## config.mk

```make
export PLATFORM = sky130hd
export DESIGN_NAME = imem_loader_flat
export DESIGN_NICKNAME = d
export VERILOG_FILES = /design/src/rtl/imem_loader_pkg.sv /design/src/rtl/imem_loader_if.sv /design/src/rtl/imem_word_packer.sv /design/src/rtl/imem_loader.sv /design/src/flat_wrapper.sv
export SDC_FILE = /design/constraint.sdc
export NUM_CORES = 1
export LEC_CHECK = 0
export CAP_MARGIN = 20
export CORE_MARGIN = 4
export CORE_UTILIZATION = 35
export CTS_CLUSTER_DIAMETER = 120
export DETAILED_ROUTE_END_ITERATION = 16
export PLACE_DENSITY = 0.54
export SYNTH_ARGS = -nofsm -noshare
export SYNTH_HDL_FRONTEND = slang
export SYNTH_SLANG_ARGS = --single-unit
```

## constraint.sdc

```tcl
create_clock -name clk -period 2.9 [get_ports clk]
set_input_delay 0.29 -clock clk [delete_from_list [all_inputs] [get_ports clk]]
set_output_delay 0.29 -clock clk [all_outputs]
set_load 0.02 [all_outputs]
```

## src/rtl/imem_loader_pkg.sv

```systemverilog
// Shared definitions for the boot-stream instruction-memory loader:
// FSM encoding, default geometry and the checksum update helper.
package imem_loader_pkg;

  localparam int DEFAULT_ADDR_W = 10;
  localparam int DEFAULT_DEPTH  = 1024;

  typedef enum logic [2:0] {
    ST_IDLE = 3'd0,
    ST_LEN  = 3'd1,
    ST_DATA = 3'd2,
    ST_CSUM = 3'd3,
    ST_DONE = 3'd4,
    ST_ERR  = 3'd5
  } state_e;

  function automatic logic [7:0] csum_update(input logic [7:0] acc, input logic [7:0] data);
    return acc ^ data;
  endfunction

endpackage

```

## src/rtl/imem_loader_if.sv

```systemverilog
// Byte-stream input and instruction-memory write port of the loader.
// master = the loader, slave = the byte source / memory side.
interface imem_loader_if
  import imem_loader_pkg::*;
#(
  parameter int ADDR_W = DEFAULT_ADDR_W
) ();
  logic [7:0]        rx_data;
  logic              rx_valid;
  logic              rx_ready;
  logic              mem_we;
  logic [ADDR_W-1:0] mem_addr;
  logic [31:0]       mem_wdata;

  modport master (
    input  rx_data, rx_valid,
    output rx_ready, mem_we, mem_addr, mem_wdata
  );

  modport slave (
    output rx_data, rx_valid,
    input  rx_ready, mem_we, mem_addr, mem_wdata
  );
endinterface

```

## src/rtl/imem_word_packer.sv

```systemverilog
// Little-endian byte-to-word assembler with a wrapping 2-bit lane counter.
// word presents the completed word combinationally on the cycle word_done fires.
module imem_word_packer (
  input  logic        clk,
  input  logic        reset,
  input  logic        clear,
  input  logic        byte_en,
  input  logic [7:0]  byte_in,
  output logic        word_done,
  output logic [31:0] word
);

  logic [1:0]  lane_q, lane_d;
  logic [31:0] word_q, word_d;

  // Next lane and partial word
  always_comb begin
    lane_d = lane_q;
    word_d = word_q;
    if (clear) begin
      lane_d = 2'd0;
      word_d = 32'd0;
    end else if (byte_en) begin
      case (lane_q)
        2'd0:    word_d[7:0]   = byte_in;
        2'd1:    word_d[15:8]  = byte_in;
        2'd2:    word_d[23:16] = byte_in;
        default: word_d[31:24] = byte_in;
      endcase
      lane_d = lane_q + 2'd1;
    end else begin
      lane_d = lane_q;
      word_d = word_q;
    end
  end

  // Lane and word registers
  always_ff @(posedge clk) begin
    if (reset) begin
      lane_q <= 2'd0;
      word_q <= 32'd0;
    end else begin
      lane_q <= lane_d;
      word_q <= word_d;
    end
  end

  assign word_done = byte_en && !clear && (lane_q == 2'd3);
  assign word      = word_d;

endmodule

```

## src/rtl/imem_loader.sv

```systemverilog
// Boot loader: parses a length-prefixed, XOR-checksummed byte stream and
// writes it word by word into instruction memory, holding the CPU until done.
module imem_loader
  import imem_loader_pkg::*;
#(
  parameter int DEPTH  = DEFAULT_DEPTH,
  parameter int ADDR_W = DEFAULT_ADDR_W
) (
  input  logic            clk,
  input  logic            reset,
  input  logic            start,
  imem_loader_if.master   bus,
  output logic            cpu_hold,
  output logic            busy,
  output logic            done,
  output logic            error,
  output logic [ADDR_W:0] words_loaded
);

  localparam logic [ADDR_W:0] ONE_W = (ADDR_W + 1)'(1);

  state_e            state_q, state_d;
  logic [ADDR_W:0]   len_q, len_d;
  logic [ADDR_W:0]   cnt_q, cnt_d;
  logic [7:0]        acc_q, acc_d;
  logic              mem_we_q, mem_we_d;
  logic [ADDR_W-1:0] mem_addr_q, mem_addr_d;
  logic [31:0]       mem_wdata_q, mem_wdata_d;

  logic        rx_ready_s;
  logic        accept_s;
  logic        start_ok_s;
  logic        pack_en_s;
  logic        word_done_s;
  logic [31:0] word_s;

  assign rx_ready_s = (state_q == ST_LEN) || (state_q == ST_DATA) || (state_q == ST_CSUM);
  assign accept_s   = bus.rx_valid && rx_ready_s;
  assign start_ok_s = start && !rx_ready_s;
  assign pack_en_s  = accept_s && ((state_q == ST_LEN) || (state_q == ST_DATA));

  // The header length word is assembled by the same packer as the payload.
  imem_word_packer u_packer (
    .clk       (clk),
    .reset     (reset),
    .clear     (start_ok_s),
    .byte_en   (pack_en_s),
    .byte_in   (bus.rx_data),
    .word_done (word_done_s),
    .word      (word_s)
  );

  // Next-state, checksum and write-port logic
  always_comb begin
    state_d     = state_q;
    len_d       = len_q;
    cnt_d       = cnt_q;
    acc_d       = acc_q;
    mem_we_d    = 1'b0;
    mem_addr_d  = mem_addr_q;
    mem_wdata_d = mem_wdata_q;
    case (state_q)
      ST_IDLE, ST_DONE, ST_ERR: begin
        if (start_ok_s) begin
          state_d = ST_LEN;
          cnt_d   = '0;
          acc_d   = 8'd0;
        end else begin
          state_d = state_q;
        end
      end
      ST_LEN: begin
        if (word_done_s) begin
          if ((word_s >= 32'd1) && (word_s <= 32'(DEPTH))) begin
            state_d = ST_DATA;
            len_d   = word_s[ADDR_W:0];
          end else begin
            state_d = ST_ERR;
          end
        end else begin
          state_d = ST_LEN;
        end
      end
      ST_DATA: begin
        if (accept_s) begin
          acc_d = csum_update(acc_q, bus.rx_data);
          if (word_done_s) begin
            mem_we_d    = 1'b1;
            mem_addr_d  = cnt_q[ADDR_W-1:0];
            mem_wdata_d = word_s;
            cnt_d       = cnt_q + ONE_W;
            state_d     = (cnt_q == len_q - ONE_W) ? ST_CSUM : ST_DATA;
          end else begin
            state_d = ST_DATA;
          end
        end else begin
          state_d = ST_DATA;
        end
      end
      ST_CSUM: begin
        if (accept_s) begin
          state_d = (bus.rx_data == acc_q) ? ST_DONE : ST_ERR;
        end else begin
          state_d = ST_CSUM;
        end
      end
      default: state_d = ST_IDLE;
    endcase
  end

  // State and output registers
  always_ff @(posedge clk) begin
    if (reset) begin
      state_q     <= ST_IDLE;
      len_q       <= '0;
      cnt_q       <= '0;
      acc_q       <= 8'd0;
      mem_we_q    <= 1'b0;
      mem_addr_q  <= '0;
      mem_wdata_q <= 32'd0;
    end else begin
      state_q     <= state_d;
      len_q       <= len_d;
      cnt_q       <= cnt_d;
      acc_q       <= acc_d;
      mem_we_q    <= mem_we_d;
      mem_addr_q  <= mem_addr_d;
      mem_wdata_q <= mem_wdata_d;
    end
  end

  assign bus.rx_ready  = rx_ready_s;
  assign bus.mem_we    = mem_we_q;
  assign bus.mem_addr  = mem_addr_q;
  assign bus.mem_wdata = mem_wdata_q;
  assign busy          = rx_ready_s;
  assign done          = (state_q == ST_DONE);
  assign error         = (state_q == ST_ERR);
  assign cpu_hold      = (state_q != ST_DONE);
  assign words_loaded  = cnt_q;

endmodule

```

## src/flat_wrapper.sv

```systemverilog
// flat-port wrapper written by rule: the top's interface ports become plain ports
module imem_loader_flat import imem_loader_pkg::*;
#(
  parameter int DEPTH  = DEFAULT_DEPTH,
  parameter int ADDR_W = DEFAULT_ADDR_W
)
  (clk, reset, start, cpu_hold, busy, done, error, words_loaded, bus_rx_data, bus_rx_valid, bus_rx_ready, bus_mem_we, bus_mem_addr, bus_mem_wdata);
  imem_loader_if #(.ADDR_W(ADDR_W)) bus_i ();
  input  logic clk;
  input  logic reset;
  input  logic start;
  output logic cpu_hold;
  output logic busy;
  output logic done;
  output logic error;
  output logic [ADDR_W:0] words_loaded;
  input wire logic [$bits(bus_i.rx_data)-1:0] bus_rx_data;
  input wire logic [$bits(bus_i.rx_valid)-1:0] bus_rx_valid;
  output wire logic [$bits(bus_i.rx_ready)-1:0] bus_rx_ready;
  output wire logic [$bits(bus_i.mem_we)-1:0] bus_mem_we;
  output wire logic [$bits(bus_i.mem_addr)-1:0] bus_mem_addr;
  output wire logic [$bits(bus_i.mem_wdata)-1:0] bus_mem_wdata;
  assign bus_i.rx_data = bus_rx_data;
  assign bus_i.rx_valid = bus_rx_valid;
  assign bus_rx_ready = bus_i.rx_ready;
  assign bus_mem_we = bus_i.mem_we;
  assign bus_mem_addr = bus_i.mem_addr;
  assign bus_mem_wdata = bus_i.mem_wdata;
  imem_loader #(.DEPTH(DEPTH), .ADDR_W(ADDR_W)) u_core (.clk(clk), .reset(reset), .start(start), .bus(bus_i), .cpu_hold(cpu_hold), .busy(busy), .done(done), .error(error), .words_loaded(words_loaded));
endmodule
```

==> metrics.md, run 1 <==
| Metric | Value |
|---|---|
| Most used DFF post-synth | `dfxtp_1` |
| Synth warnings | `0` |
| Post-DP HPWL | `9.40 mm` |
| Post-CTS Setup Inserts | `0` |
| Yosys cell types | `49` |
| Seq/Total Area, Yosys | `0.437` |
| Crit path cell chain | `or4_1, nor3_1, mux2i_1, o31a_1, a211o_1, nor3_4, buf_12, mux2_1` |
| Buffers & Inverters on Critical Path | `1` |
| Grt total ovfl | `0` |
| Most frequent cells in the layout | `dfxtp_1, nor2_1, clkdlybuf4s50_1` |
| Ant diodes | `0` |
| Clock Skew | `0.00931 ns` |
| First-pass GRT wire length | `21.0 mm` |
| Finished Core Util | `0.455` |
| Final hold vios | `0` |
| Largest area contributor in the netlist | `dfxtp_1` |
| Slew HR | `0.561` |
| CTS Hold Bufs | `0` |
| Syn Inst Count | `579` |
| Place WS | `0.00949 ns` |
| Min-delay worst type | `input pin to register` |
| Vias in the first global route | `4,082` |
| Layout area overhead | `26.4%` |
| Peak supply drop | `0.000311 V` |
| Clk slew on worst S/H paths | `0.08 ns` |
| Total routed wirelength | `12.8 mm` |
| Ys async rst share | `0` |
| PortBufs | `70` |
| Starting Density | `0.360` |
| Detailed router's first-iteration violation count | `260` |
| Core Area | `0.0140 mm²` |
| Power density over cell area | `521 mW/mm²` |
| DRT Pass-1 Iters | `4` |
| Ports | `71` |
| CP Class | `register to register` |
| Nets | `667` |
| CP delay by family, top | `simple AND/OR/NAND/NOR gates` |
| Slew @ Worst Pin | `0.658 ns` |
| Tot GR Track Use | `0.160` |
| Lkg Pwr | `2.31 nW` |
| Max Fclk | `0.382 GHz` |
| CTS tree | `yes` |
| Number of H-tree levels | `3` |
| Crit-path max FO | `12` |
| Final worst-path setup slack | `0.284 ns` |
| Setup_tns | `0 ns` |
| Root Buffer | `clkbuf_16` |
| CP required | `3.14 ns` |
| Post-synth EDFFs | `0` |
| Cell row count | `43` |
| Run status | `finished clean` |
| Placer Congestion | `0.817` |
| Avg Inst Size Synth | `8.70 µm²` |
| Post-Syn Nets | `598` |
| Resized cells post-CTS | `0` |
| Clk sinks | `110` |
| Vias post-DR | `4,141` |
| Largest net degree at the start of global routing | `77` |
| Slowest stage delay, CP | `0.52 ns` |
| DIE AREA | `0.0164 mm²` |
| WL per Instance | `15.4 µm` |
| Post-synth top area share | `0.437` |
| Most common cell after layout, fill and taps aside | `dfxtp_1` |
| Antenna Nets Post-Route | `0` |
| Final period util | `0.902` |
| MaxCap Viol Count | `0` |
| Highest-delay cell along the critical path | `or4_1` |
| Die Ht | `128 µm` |
| Top cells by area, synth | `dfxtp_1, mux2i_1, nor2_1, a21oi_1, nor3_1` |
| DR DRC count | `0` |
| Share of cells above drive strength 1 | `0.0888` |
| CP endpoint kind | `register` |
| Num CTS Buffers | `9` |
| #FFs+latches synth | `110` |
| Antenna violations before repair | `0` |
| Tmin final | `2.62 ns` |
| Via density | `4.97` |
| Clk Latency, worst-skew pair | `0.35 ns` |
| Max-slew violations | `0` |
| CP startpoint kind | `register` |
| Worst EP arrival | `2.85 ns` |
| Bufs on Longest Clock Path | `2` |
| RSZ-0062 raised after global routing | `false` |
| Post-Syn Area | `0.00504 mm²` |
| Setup violations, final | `0` |
| Die W | `128 µm` |
==> routing by layer <==
metal | vias up | global-route usage | wire (µm)
met3 | 5 | 0.0404 | 642
met1 | 1935 | 0.228 | 6420
met4 | 0 | 0.0318 | 89
met2 | 94 | 0.246 | 5700
met5 | - | 0 | 0
li1 | 2107 | - | -
==> final cells by class <==
type	count	area [µm²]
repair buffers	106	991
fillers	1371	7620
inverters	9	33.8
multi-input cells	412	2560
clock inverters	7	128
flip-flops and latches	110	2200
well taps	180	225
clock buffers	9	225
==> stage by stage <==
step / std cells / hold slack [ns] / power [W] / instance area (µm²)
finish: 833 / 0.387 / 0.00332 / 6360
global route: 833 / 0.398 / 0.00345 / 6360
CTS: 833 / 0.386 / 0.00335 / 6360
detailed placement: 817 / 0.449 / 0.00191 / 6010
global placement: 817 / 0.441 / 0.00190 / 6010
floorplan: 579 / 0.472 / 0.00179 / 5040
==> registers in the layout (all words and copies together), names as in the netlist <==
signal,cells
u_core.u_packer.word_q,32
u_core.bus.mem_wdata,32
u_core.acc_q,8
u_core.bus.mem_addr,10
u_core.len_q,11
u_core.bus.mem_we,1
u_core.state_q,3
u_core.u_packer.lane_q,2
u_core.words_loaded,11
==> kinds of logic after synthesis <==
kind of cell             after synthesis  synth area share
AO/OA/AOI/OAI                         78            0.0912
XOR/XNOR                              40            0.0710
adder cells (fa/ha/maj)                7            0.0174
buffers and inverters                 57            0.0546
flip-flops                           110             0.437
multiplexers                          51             0.104
AND/OR/NAND/NOR                      236             0.224
==> worst paths after layout <==
check / start / endpoint / slack, ns / cells past startpoint
setup / recovery: u_core.u_packer.word_q[27] / u_core.len_q[10] / 0.28 / 8
hold / removal: reset / u_core.bus.mem_wdata[4] / 0.39 / 2
setup reg to reg: u_core.u_packer.word_q[27] / u_core.len_q[10] / 0.28 / 8
hold reg to reg: u_core.bus.mem_addr[5] / u_core.bus.mem_addr[5] / 0.46 / 2
==> report_power, final <==
group / total [W] / leakage, nW / internal [W] / switching [W]
Sequential: 0.00155 / 0.887 / 0.00153 / 0.0000164
Combinational: 0.000327 / 1.25 / 0.000127 / 0.000200
Clock: 0.00145 / 0.173 / 0.000860 / 0.000586
Total: 0.00332 / 2.31 / 0.00252 / 0.000803
==> synthesized netlist by cell type (5+ instances only) <==
master    number
buf_6          5
nor4_1         7
and2_1         5
dfxtp_1      110
nor2b_1       14
nor2_1        85
and3_1         5
mux2_1        12
xor2_1        25
clkbuf_1      34
mux2i_1       39
ha_1           7
inv_1          9
or3_1          5
nor3_1        49
xnor2_1       14
nand2_1       42
a21oi_1       52
==> worst register-to-register path, cell delays in order (launching register included) <==
cell,delay [ns]
dfxtp_1,0.31
or4_1,0.52
nor3_1,0.26
mux2i_1,0.12
o31a_1,0.30
a211o_1,0.33
nor3_4,0.17
buf_12,0.16
mux2_1,0.32
Note: power is estimated with default switching activity, not from simulation.
==> inputs of run 2 (changes only) <==
--- a/config.mk
+++ b/config.mk
@@ -10,6 +10,7 @@
 export CORE_UTILIZATION = 35
 export CTS_CLUSTER_DIAMETER = 120
 export DETAILED_ROUTE_END_ITERATION = 16
+export MAX_ROUTING_LAYER = met4
 export PLACE_DENSITY = 0.54
 export SYNTH_ARGS = -nofsm -noshare
 export SYNTH_HDL_FRONTEND = slang
==> run 2 against run 1 <==
Effect of this change:
- critical path depth is the same
- fmax up 0.99%
- worst hold slack got worse by 0.0070 ns
- highest routed layer unchanged
- critical endpoint unchanged
- final area is the same
- largest power group unchanged
- global-route usage grew 0.46 points
- cell count unchanged
- setup slack improved by 0.026 ns
==> metrics.md, run 2 (synthesized netlist as in run 1, its figures left out) <==
| Metric | Value |
|---|---|
| Run status | `finished clean` |
| Layout area overhead | `26.4% (unchanged)` |
| Min-delay worst type | `input pin to register` |
| Final period util | `0.893 (-0.00882)` |
| CTS tree | `yes` |
| Worst R2R Setup Slack | `0.31 ns (+0.03 ns)` |
| Die Ht | `128 µm (unchanged)` |
| DRT Pass-1 Iters | `4 (unchanged)` |
| Num CTS Buffers | `9 (unchanged)` |
| Cell row count | `43 (unchanged)` |
| First-pass GRT wire length | `21.0 mm (-0.20%)` |
| Antenna Nets Post-Route | `0 (unchanged)` |
| Tmin final | `2.59 ns (-0.0256 ns)` |
| Worst R2R Path Depth | `8 (unchanged)` |
| Number of H-tree levels | `3 (unchanged)` |
| Ports | `71 (unchanged)` |
| Min-delay src | `reset` |
| Setup violations, final | `0 (unchanged)` |
| Total routed wirelength | `12.8 mm (-0.16%)` |
| Grt total ovfl | `0 (unchanged)` |
| Resized cells post-CTS | `0 (unchanged)` |
| CP Class | `register to register` |
| Bufs on Longest Clock Path | `2 (unchanged)` |
| Via density | `4.98 (+0.14%)` |
| Nets | `667 (unchanged)` |
| DR DRC count | `0 (unchanged)` |
| Number of fill cells | `1,371 (unchanged)` |
| Most frequent cells in the layout | `dfxtp_1, nor2_1, clkdlybuf4s50_1` |
| CP endpoint kind | `register` |
| Detailed router's first-iteration violation count | `248 (-4.6%)` |
| RR Startpoint | `u_core.u_packer.word_q[27]` |
| WL per Instance | `15.4 µm (-0.16%)` |
| Starting Density | `0.360 (unchanged)` |
| Root Buffer | `clkbuf_16` |
| Clk sinks | `110 (unchanged)` |
| Final hold vios | `0 (unchanged)` |
| Die W | `128 µm (unchanged)` |
| Most common cell after layout, fill and taps aside | `dfxtp_1` |
| Antenna violations before repair | `0 (unchanged)` |
| Power, Total | `0.00332 W (about the same)` |
| Post-CTS Setup Inserts | `0 (unchanged)` |
| Max Fclk | `0.386 GHz (+0.99%)` |
| DIE AREA | `0.0164 mm² (unchanged)` |
| Ant diodes | `0 (unchanged)` |
| RSZ-0062 raised after global routing | `false` |
| Max-slew violations | `0 (unchanged)` |
| CP required | `3.14 ns (about the same)` |
| Largest net degree at the start of global routing | `77 (unchanged)` |
| Endpoint of the worst hold path | `u_core.bus.mem_wdata[2]` |
| Post-DP HPWL | `9.40 mm (unchanged)` |
| Worst EP arrival | `2.83 ns (-0.02 ns)` |
| Vias post-DR | `4,147 (+0.14%)` |
| Lkg Pwr | `2.31 nW (unchanged)` |
| Share of cells above drive strength 1 | `0.0888 (unchanged)` |
| Tot GR Track Use | `0.164 (+0.00455)` |
| Clk Latency, worst-skew pair | `0.35 ns (about the same)` |
| Peak supply drop | `0.000312 V (+0.24%)` |
| Slew @ Worst Pin | `0.658 ns (-0.000000477 ns)` |
| Slew HR | `0.561 (unchanged)` |
| Hold depth | `2 (unchanged)` |
| MaxCap Viol Count | `0 (unchanged)` |
| Clock Skew | `0.00969 ns (+0.000374 ns)` |
| Crit-path max FO | `12 (unchanged)` |
| PortBufs | `70 (unchanged)` |
| Power density over cell area | `521 mW/mm² (about the same)` |
| Core Area | `0.0140 mm² (unchanged)` |
| Crit Reg-Reg Endpoint | `u_core.len_q[10]` |
| Clk slew on worst S/H paths | `0.08 ns (about the same)` |
| CTS Hold Bufs | `0 (unchanged)` |
| Setup_tns | `0 ns (unchanged)` |
| Vias in the first global route | `4,084 (+0.049%)` |
| CP startpoint kind | `register` |
| Placer Congestion | `0.830 (+1.5%)` |
-- run 2: how the worst max path moves through the flow --
| stage | start | endpoint | slack (ns) | cells after the start |
|---|---|---|---|---|
| after global routing | u_core.u_packer.word_q[27] | u_core.len_q[9] | 0.15 | 8 |
| after detailed placement | bus_rx_data[2] | u_core.len_q[10] | 0.009 | 9 |
| after CTS | u_core.u_packer.word_q[27] | u_core.len_q[10] | 0.28 | 8 |
| final | u_core.u_packer.word_q[27] | u_core.len_q[10] | 0.31 | 8 |
| after floorplan | u_core.state_q[2] | u_core.len_q[1] | 0.43 | 11 |
| after global placement | bus_rx_data[2] | u_core.len_q[9] | 0.05 | 9 |
-- run 2: per-layer routing --
metal,GRT usage,up-vias,share of wire
met5,-,-,0
met4,0.0318,0,0.0081
met3,0.0400,7,0.044
met2,0.246,84,0.44
met1,0.228,1948,0.50
li1,-,2108,-
-- run 2: final cells by class --
type / instances / area, µm² / area share
Inverter: 9 / 33.8 / 0.00531
Clock inverter: 7 / 128 / 0.0201
Sequential cell: 110 / 2200 / 0.346
Clock buffer: 9 / 225 / 0.0354
Tap cell: 180 / 225 / 0.0354
Timing Repair Buffer: 106 / 991 / 0.156
Multi-Input combinational cell: 412 / 2560 / 0.402
-- run 2: metrics by stage --
| step | utilization | std cells | setup WS [ns] | hold slack, ns | area (µm²) |
|---|---|---|---|---|---|
| 2_1_floorplan | - | 579 | 0.429 | 0.472 | 5040 |
| 3_3_place_gp | 0.430 | 817 | 0.0456 | 0.441 | 6010 |
| 3_5_place_dp | 0.430 | 817 | 0.00949 | 0.449 | 6010 |
| 4_1_cts | 0.455 | 833 | 0.276 | 0.386 | 6360 |
| 5_1_grt | 0.455 | 833 | 0.155 | 0.399 | 6360 |
| 6_report | 0.455 | 833 | 0.310 | 0.380 | 6360 |
-- run 2: critical path, stage by stage (launching register included) --
cell     delay [ns]
dfxtp_1        0.31
or4_1          0.52
nor3_1         0.24
mux2i_1        0.12
o31a_1         0.30
a211o_1        0.33
nor3_4         0.17
buf_12         0.16
mux2_1         0.31
-- run 2: where the power goes --
| group | switching (W) | internal, W |
|---|---|---|
| sequential | 0.0000164 | 0.00153 |
| clock | 0.000586 | 0.000860 |
| combinational | 0.000200 | 0.000127 |
==> inputs of run 3 (changes only) <==
--- a/config.mk
+++ b/config.mk
@@ -6,6 +6,7 @@
 export NUM_CORES = 1
 export LEC_CHECK = 0
 export CAP_MARGIN = 20
+export CORE_ASPECT_RATIO = 1.1
 export CORE_MARGIN = 4
 export CORE_UTILIZATION = 35
 export CTS_CLUSTER_DIAMETER = 120
==> run 3 against run 2 <==
Effect of this change:
- worst hold slack got worse by 0.12 ns
- via count is 1.1% higher
- final area is 1.0% lower
- clock skew fell by 0.0022 ns
- first-iteration DRC count is 12% lower
- highest routed layer unchanged
==> metrics.md, run 3 (synthesized netlist as in run 1, its figures left out) <==
| Metric | Value |
|---|---|
| Vias post-DR | `4,193 (+1.1%)` |
| Min-delay worst type | `input pin to register` |
| Clk sinks | `110 (unchanged)` |
| Die W | `122 µm (-4.4%)` |
| First-pass GRT wire length | `21.2 mm (+0.92%)` |
| Antenna Nets Post-Route | `0 (unchanged)` |
| CTS Hold Bufs | `0 (unchanged)` |
| Share of cells above drive strength 1 | `0.0831 (-0.00574)` |
| Grt total ovfl | `0 (unchanged)` |
| Largest net degree at the start of global routing | `82 (+6.5%)` |
| Setup violations, final | `0 (unchanged)` |
| Slew HR | `0.418 (-0.144)` |
| Placer Congestion | `0.805 (-3.0%)` |
| Starting Density | `0.361 (+0.000645)` |
| Power, Total | `0.00313 W (-5.8%)` |
| Final period util | `0.920 (+0.0270)` |
| Via density | `5.00 (+0.51%)` |
| Worst EP arrival | `2.91 ns (+0.08 ns)` |
| MaxCap Viol Count | `0 (unchanged)` |
| PortBufs | `70 (unchanged)` |
| Lkg Pwr | `2.27 nW (-1.6%)` |
| Tot GR Track Use | `0.169 (+0.00466)` |
| DIE AREA | `0.0164 mm² (about the same)` |
| Most common cell after layout, fill and taps aside | `dfxtp_1` |
| Tmin final | `2.67 ns (+0.0782 ns)` |
| Cell row count | `45 (+4.7%)` |
| CTS tree | `yes` |
| Post-DP HPWL | `9.25 mm (-1.5%)` |
| Vias in the first global route | `4,159 (+1.8%)` |
| CP required | `3.14 ns (about the same)` |
| Bufs on Longest Clock Path | `2 (unchanged)` |
| Die Ht | `134 µm (+4.6%)` |
| Slew @ Worst Pin | `0.873 ns (+0.215 ns)` |
| Peak supply drop | `0.000235 V (-25%)` |
| RSZ-0062 raised after global routing | `false` |
| CP startpoint kind | `register` |
| Nets | `664 (-0.45%)` |
| Clk Latency, worst-skew pair | `0.36 ns (about the same)` |
| WL per Instance | `15.5 µm (+0.88%)` |
| Clk slew on worst S/H paths | `0.07 ns (about the same)` |
| Max-slew violations | `0 (unchanged)` |
| Ports | `71 (unchanged)` |
| CP Class | `register to register` |
| Ant diodes | `0 (unchanged)` |
| Most frequent cells in the layout | `dfxtp_1, nor2_1, clkdlybuf4s50_1` |
| Clock Skew | `0.00751 ns (-0.00217 ns)` |
| Num CTS Buffers | `9 (unchanged)` |
| Detailed router's first-iteration violation count | `218 (-12%)` |
| DR DRC count | `0 (unchanged)` |
| Power density over cell area | `496 mW/mm² (-4.8%)` |
| Resized cells post-CTS | `0 (unchanged)` |
| Crit-path max FO | `12 (unchanged)` |
| Post-CTS Setup Inserts | `0 (unchanged)` |
| Final hold vios | `0 (unchanged)` |
| Root Buffer | `clkbuf_16` |
| Number of H-tree levels | `3 (unchanged)` |
| Run status | `finished clean` |
| DRT Pass-1 Iters | `5 (+1)` |
| Final worst-path setup slack | `0.232 ns (-0.0782 ns)` |
| Placed Cells | `822 (+0.61%)` |
| Layout area overhead | `25.1%` |
| Max Fclk | `0.375 GHz (-2.9%)` |
| Place WS | `-0.0138 ns (-0.0232 ns)` |
| Post-route insts no fill | `838 (+0.60%)` |
| CP endpoint kind | `register` |
| Total routed wirelength | `13.0 mm (+1.5%)` |
| Antenna violations before repair | `0 (unchanged)` |
| Core Area | `0.0140 mm² (-0.18%)` |
run 3: cell types whose count changed in the layout (fill, tap and decap cells not counted), moves of 2 or more:
cell       delta
buf_4         -3
inv_6         -2
bufinv_16     -2
clkinv_2      +2
run 3: report_power, final:
| group | switching, W | internal (W) |
|---|---|---|
| sequential | 0.0000156 | 0.00153 |
| combinational | 0.000197 | 0.000119 |
| clock | 0.000570 | 0.000696 |
run 3: metal layers:
metal	global-route usage	routed length [µm]
met5	-	0
met4	0.0672	274
met3	0.0278	391
met2	0.286	6590
met1	0.199	5760
run 3: path summary, 6_finish.rpt:
check                                           startpoint                     end  slack, ns  cells after the start
worst max-delay path            u_core.u_packer.word_q[27]         u_core.len_q[9]       0.23                      8
worst min-delay path                                 reset       u_core.state_q[1]       0.26                      3
worst max register to register  u_core.u_packer.word_q[27]         u_core.len_q[9]       0.23                      8
worst min register to register      u_core.bus.mem_addr[2]  u_core.bus.mem_addr[2]       0.46                      2
run 3: final cells by class:
type                       instances  area [µm²]
fill                            1432        7660
timing repair buffer             103         968
clock buffer                      11         243
multi-input combinational        412        2560
tap                              188         235
clock inverter                     5        57.6
inverter                           9        33.8
sequential                       110        2200
run 3: stage by stage:
stage               area (µm²)  TNS, ns  hold WS, ns  utilization
floorplan                 5040        0        0.472            -
global placement          6000        0        0.444        0.430
detailed placement        6000  -0.0382        0.449        0.430
CTS                       6300        0        0.244        0.451
global route              6300        0        0.286        0.451
finish                    6300        0        0.264        0.451
run 3: critical path, cell delays in order, from the launching register on:
cell and delay [ns]:
dfxtp_1 0.31, or4_1 0.53, nor3_1 0.31, mux2i_1 0.12, o31a_1 0.30, a211o_1 0.33
nor3_4 0.17, buf_12 0.16, mux2_1 0.32
